`config.mk`:
```
export PLATFORM = sky130hd
export DESIGN_NAME = dmem_bus_bridge
export DESIGN_NICKNAME = d
export VERILOG_FILES = /design/src/rtl/dmem_bus_bridge.sv
export SDC_FILE = /design/constraint.sdc
export NUM_CORES = 1
export LEC_CHECK = 0
export ABC_AREA = 1
export CAP_MARGIN = 40
export CORE_MARGIN = 10
export CORE_UTILIZATION = 42
export CTS_BUF_LIST = sky130_fd_sc_hd__clkbuf_4
export DETAILED_ROUTE_END_ITERATION = 16
export GPL_TIMING_DRIVEN = 0
export PLACE_DENSITY_LB_ADDON = 0.1
export SYNTH_ARGS = -nofsm -noshare
export SYNTH_HDL_FRONTEND = slang
export SYNTH_SLANG_ARGS = --single-unit
export TNS_END_PERCENT = 1
```
`constraint.sdc`:
```
create_clock -name clk -period 4 [get_ports clk]
set_input_delay 0.6 -clock clk [delete_from_list [all_inputs] [get_ports clk]]
set_output_delay 0.6 -clock clk [all_outputs]
set_load 0.005 [all_outputs]
```
`src/rtl/dmem_bus_bridge.sv`:
```
// Bridges the CPU's single-cycle data port onto a registered req/ack data bus, stalling the CPU until completion.
// Optional REQ-state abort timer is enabled by defining DMEM_BUS_BRIDGE_TIMEOUT_EN.
module dmem_bus_bridge #(
    parameter int ADDR_W         = 32,
    parameter int TIMEOUT_CYCLES = 255
) (
    input  logic              clk,
    input  logic              reset,
    input  logic [ADDR_W-1:0] cpu_daddr,
    input  logic [31:0]       cpu_dwdata,
    input  logic [3:0]        cpu_dwe,
    input  logic              cpu_dre,
    output logic [31:0]       cpu_drdata,
    output logic              cpu_stall,
    output logic              bus_req,
    output logic              bus_we,
    output logic [ADDR_W-1:0] bus_addr,
    output logic [31:0]       bus_wdata,
    output logic [3:0]        bus_be,
    input  logic              bus_ack,
    input  logic [31:0]       bus_rdata,
    input  logic              bus_err,
    output logic              err_flag,
    input  logic              err_clr
);

    typedef enum logic [1:0] {IDLE, REQ, DONE} state_t;

    state_t            state_q, state_d;
    logic              bus_req_q, bus_req_d;
    logic              bus_we_q, bus_we_d;
    logic [ADDR_W-1:0] bus_addr_q, bus_addr_d;
    logic [31:0]       bus_wdata_q, bus_wdata_d;
    logic [3:0]        bus_be_q, bus_be_d;
    logic [31:0]       rdata_q, rdata_d;
    logic              err_q, err_d;
    logic              err_set;
    logic              access;

`ifdef DMEM_BUS_BRIDGE_TIMEOUT_EN
    logic [31:0]       cnt_q, cnt_d;
    logic              unused_addr_lsbs;
    assign unused_addr_lsbs = ^cpu_daddr[1:0];
`else
    logic              unused_bits;
    assign unused_bits = (^cpu_daddr[1:0]) ^ (TIMEOUT_CYCLES == 0);
`endif

    assign access = (cpu_dwe != 4'h0) || cpu_dre;

    always_comb begin
        state_d     = state_q;
        bus_req_d   = bus_req_q;
        bus_we_d    = bus_we_q;
        bus_addr_d  = bus_addr_q;
        bus_wdata_d = bus_wdata_q;
        bus_be_d    = bus_be_q;
        rdata_d     = rdata_q;
        err_set     = 1'b0;
`ifdef DMEM_BUS_BRIDGE_TIMEOUT_EN
        cnt_d       = cnt_q;
`endif
        case (state_q)
            IDLE: begin
                if (access) begin
                    bus_addr_d = {cpu_daddr[ADDR_W-1:2], 2'b00};
                    // Store wins over a simultaneous load request.
                    if (cpu_dwe != 4'h0) begin
                        bus_we_d    = 1'b1;
                        bus_be_d    = cpu_dwe;
                        bus_wdata_d = cpu_dwdata;
                    end else begin
                        bus_we_d = 1'b0;
                        bus_be_d = 4'hF;
                    end
                    bus_req_d = 1'b1;
                    state_d   = REQ;
`ifdef DMEM_BUS_BRIDGE_TIMEOUT_EN
                    cnt_d     = 32'd0;
`endif
                end
            end
            REQ: begin
                if (bus_ack) begin
                    bus_req_d = 1'b0;
                    if (!bus_we_q) begin
                        rdata_d = bus_rdata;
                    end
                    err_set = bus_err;
                    state_d = DONE;
                end
`ifdef DMEM_BUS_BRIDGE_TIMEOUT_EN
                else if ((cnt_q + 32'd1) == 32'(TIMEOUT_CYCLES)) begin
                    bus_req_d = 1'b0;
                    rdata_d   = 32'h0000_0000;
                    err_set   = 1'b1;
                    state_d   = DONE;
                end else begin
                    cnt_d = cnt_q + 32'd1;
                end
`endif
            end
            DONE:    state_d = IDLE;
            default: state_d = IDLE;
        endcase
        // A new error outranks a coincident clear request.
        err_d = err_set ? 1'b1 : (err_clr ? 1'b0 : err_q);
    end

    always_ff @(posedge clk or posedge reset) begin
        if (reset) begin
            state_q     <= IDLE;
            bus_req_q   <= 1'b0;
            bus_we_q    <= 1'b0;
            bus_addr_q  <= '0;
            bus_wdata_q <= 32'h0;
            bus_be_q    <= 4'h0;
            rdata_q     <= 32'h0;
            err_q       <= 1'b0;
`ifdef DMEM_BUS_BRIDGE_TIMEOUT_EN
            cnt_q       <= 32'd0;
`endif
        end else begin
            state_q     <= state_d;
            bus_req_q   <= bus_req_d;
            bus_we_q    <= bus_we_d;
            bus_addr_q  <= bus_addr_d;
            bus_wdata_q <= bus_wdata_d;
            bus_be_q    <= bus_be_d;
            rdata_q     <= rdata_d;
            err_q       <= err_d;
`ifdef DMEM_BUS_BRIDGE_TIMEOUT_EN
            cnt_q       <= cnt_d;
`endif
        end
    end

    assign cpu_stall  = (state_q == REQ) || ((state_q == IDLE) && access);
    assign cpu_drdata = rdata_q;
    assign bus_req    = bus_req_q;
    assign bus_we     = bus_we_q;
    assign bus_addr   = bus_addr_q;
    assign bus_wdata  = bus_wdata_q;
    assign bus_be     = bus_be_q;
    assign err_flag   = err_q;

endmodule

```
After elaboration in Yosys (flattened, before gate mapping)
Index checks and enable logic that the tools add are counted.
Widths: inputs -> output; s select.

word-level totals
  register bits = 103
  bits of input ports = 106
  output and inout port bits = 104

operators by class
  equal/unequal tests = 3
  mux-type cells = 12
  bitwise operators = 1
  reduce and logical (&&, ||, !) cells = 12

operators with widths
  operator            count
  $reduce_and 3->1    3
  $mux 1              7
  $mux 2              2
  $mux 4              1
  $ne 2x2->1 const B  2
  $pmux 2 s2          1
  $reduce_and 2->1    2
  $reduce_bool 2->1   2
  $reduce_bool 4->1   1
  $eq 2x1->1 const B  1
  $logic_not 2->1     1
  $logic_or 1x1->1    2
  $pmux 1 s2          1
  $logic_and 1x1->1   1
  $not 1->1           1

Depth between registers and ports, before layout
  depth in word-level cells = 4
  gate-level depth with buffers = 7

Worst setup path before layout
Ideal clock, no wire load.

  kind = input port to output port
  start = input port cpu_dwe[1]
  end = output port cpu_stall
  data arrival time = 1.028 ns
  required time = 3.400 ns
  slack = 2.372 ns
  stages on the path = 4
  path through = nor2_4 nand3_2 nand2_1 nand2_1

between the ends
  cells in the longest elaborated chain, start to end = 4

RTL lines
  what                RTL line  source
  start: declaration  11        input logic [3:0] cpu_dwe,
  $reduce_bool 4->1   49        assign access = (cpu_dwe != 4'h0) || cpu_dre;
  $logic_or 1x1->1    49
  $logic_and 1x1->1   138       assign cpu_stall = (state_q == REQ) || ((state_q == IDLE) && access);
  $logic_or 1x1->1    138
  end: declaration    14        output logic cpu_stall,

No other way between the ends.

Worst setup path in the final report
Ends and elaborated chain as after synthesis.

==> run summary <==
Status: finished clean
Number of fillers in the final layout: 839
Total global routing track utilization: 0.186
Initial antenna violation count: 0
Worst Tran Pin Value: 0.690 ns
Family of cells with the greatest summed delay on the critical path: buffers and inverters
Mean instance size in the synthesized netlist: 9.09 µm²
Core box area: 9820 µm²
Static leakage power: 3.21 nW
Nets@finish: 790
Global-route wire length before repair: 21,600 µm
Post-layout worst setup margin: 1.31 ns
Final std cells w/o fill: 820
Post-route standard cell area excluding fillers: 6580 µm²
Count of buffer and inverter cells on the critical path: 2
Worst path max stage delay: 0.47 ns
Total cell area at the placement stage: 6490 µm²
Sequential area share after synthesis: 0.608
Violation count after the first detailed-route iteration: 269
Hold EP: bus_wdata[20]
Clock network latency to the later pin of the worst-skew pair: 0.44 ns
Startpoint Class: input port
Slowest cell on the critical path: clkdlybuf4s50_1
Post-synth cell types: 18
Setup slack of the most critical reg-to-reg path: 2.58 ns
Unrepaired setup endpoints after global routing: no
Instance count along the most critical hold path: 2
Max IR drop VDD: 315 µV
Clock buffer count from CTS: 9
Gate count of the mapped netlist: 466
Post-DR wirelength/cell: 16.9 µm
Core Rows: 36
Instance count after placement with tap cells included: 806
Count of buffers from port buffering: 205
Clock tree from TritonCTS: done
Data arrival at the endpoint of the critical path: 2.09 ns
P&R area growth vs syn: 55.4%
Worst Hold Launch: bus_wdata[20]
Estimated wirelength of the detail-placed design: 10,700 µm
Routed via count: 3,974
Dpl ws: 1.29 ns
Placer congestion estimate: 0.771
Routed Antenna Nets: 0
Fraction of final layout cells sized beyond drive strength 1: 0.0757
Flip-flop and latch count after synthesis: 103
Type of the worst setup path: input port to primary output
Cell at the root of the clock tree: clkbuf_4
Total Wirelength: 13,800 µm
Die span in y: 120 µm
Post-route core utilization: 0.670
H-tree Lvls: 3
Total count of hold-check failures in the final report: 0
Power density normalized to cell area: 695 nW/µm²
Number of antenna diodes: 0
Endpoints failing setup: 0
Detail-routed via count per cell: 4.85
Grt ovf: 0
Series of cell instances along the critical path: clkdlybuf4s50_1 > nor2_4 > nand3_2 > nand2_1 > nand2_1 > clkdlybuf4s50_1
Data required time of the worst path: 3.40 ns
Layout Skew: 0.0129 ns
Upper clock frequency limit: 371 MHz
Detailed-router iteration count before antenna repair: 5
Destination of the worst register-to-register timing path: bus_addr[17]
Critical path peak fanout: 8
Worst reg2reg path startpoint: state_q[0]
Count of yosys warnings during synthesis: 0
Largest net degree at the start of global routing: 54
TritonCTS Sinks: 103
Netlist Area Pre-Place: 4240 µm²
Type of the worst min-delay path: flop to flop
Critical path endpoint category: primary output
Maximum number of buffers from clock root to sink: 2
Portion of the clock cycle consumed by the worst path in the final layout: 0.673
Post_cts resized: 0
Post-cts hold buffer count: 0
Fin crit period: 2.69 ns
Max_cap viols: 0
Relative slew margins: 0.540
Final number of max-transition violations: 0
Vias in the first global route: 4,070
Horiz. Die Dim: 120 µm
# Post-CTS Setup Buffers: 0
Die ar.: 14,500 µm²
Remaining design rule violation count: 0
Number of cells on the worst reg-to-reg path: 5
I/O Pins: 210
Clock edge transition at the registers on the reported setup and hold paths: 0.14 ns
Starting density of the core: 0.431
[worst reg2reg max path: cells and delay by family (launching register included)]
kind	cells	cell delay, ns
flops	1	0.44
simple gates	4	0.63
buf+inv	1	0.25
[per-layer routing]
metal  global-route usage  share of wire  vias to the layer above
li1                     -              -                     1942
met1                0.217           0.41                     1863
met2                0.303           0.48                      150
met3               0.0703          0.090                       19
met4               0.0754          0.021                        0
met5                    0              0                        -
[synth_stat cells]
cell type | count | area share
nand3_1 | 132 | 0.16
nor2_4 | 3 | 0.0080
buf_4 | 9 | 0.016
nand2_1 | 174 | 0.15
nand2_2 | 2 | 0.0030
inv_1 | 9 | 0.0080
nand2_4 | 1 | 0.0027
nor2_1 | 1 | 0.00089
nor2_2 | 1 | 0.0015
buf_6 | 4 | 0.011
nand3_2 | 1 | 0.0024
buf_1 | 1 | 0.00089
conb_1 | 1 | 0.00089
dfrtp_1 | 103 | 0.61
inv_2 | 1 | 0.00089
buf_2 | 16 | 0.019
clkbuf_1 | 4 | 0.0035
o21ai_0 | 3 | 0.0035
[cell usage in the layout (no fill, tap or decap), types with 4 or more instances in the layout]
cell | synthesis | final
clkdlybuf4s50_1 | 0 | 205
nand2_1 | 174 | 174
nand3_1 | 132 | 132
dfrtp_1 | 103 | 103
buf_2 | 16 | 16
clkbuf_4 | 0 | 11
buf_4 | 9 | 9
inv_1 | 9 | 8
buf_6 | 4 | 4
clkbuf_1 | 4 | 4
[where the power goes]
part	leakage [nW]	switching, mW	total (mW)	internal, mW
registers	1.28	0.259	1.78	1.52
logic	1.87	1.06	2.34	1.29
clock network	0.0577	0.321	0.452	0.131
total	3.21	1.64	4.58	2.94
[registers in the layout (all words and copies together) (netlist names)]
signal / count
bus_req: 1
state_q: 2
bus_we: 1
bus_be: 4
bus_wdata: 32
cpu_drdata: 32
err_flag: 1
bus_addr: 30
[cell families after synthesis]
logic type             share of synthesized area
AO/OA/AOI/OAI                            0.00354
buffers and inverters                     0.0588
flip-flops                                 0.608
other                                   0.000885
AND/OR/NAND/NOR                            0.328
[through the flow]
step                      power [mW]  TNS, ns  hold slack (ns)
final                           4.58        0            0.486
after global routing            4.95        0            0.514
after CTS                       4.64        0            0.491
after detailed placement        4.19        0            0.458
after global placement          4.11   -91.90            0.453
after floorplan                 2.76        0            0.465
[worst max-delay path by stage]
stage	from	end	slack (ns)	cells after the start
2_1_floorplan	reset	bus_addr[10]	0.70	1
3_3_place_gp	reset	bus_wdata[4]	-0.90	2
3_5_place_dp	cpu_dwe[1]	cpu_stall	1.29	6
4_1_cts	cpu_dwe[1]	cpu_stall	1.28	6
5_1_grt	cpu_dwe[2]	cpu_stall	1.22	6
6_report	cpu_dwe[1]	cpu_stall	1.31	6
[area by class of cell]
type	count	area (µm²)	share of cell area
multi-input combinational	320	1410	0.215
buffer	34	211	0.0321
clock inverter	3	12.5	0.00190
clock buffer	11	82.6	0.0125
tap	133	166	0.0253
sequential	103	2580	0.391
inverter	10	40.0	0.00608
timing repair buffer	206	2080	0.316
(Power assumes the default switching activity.)
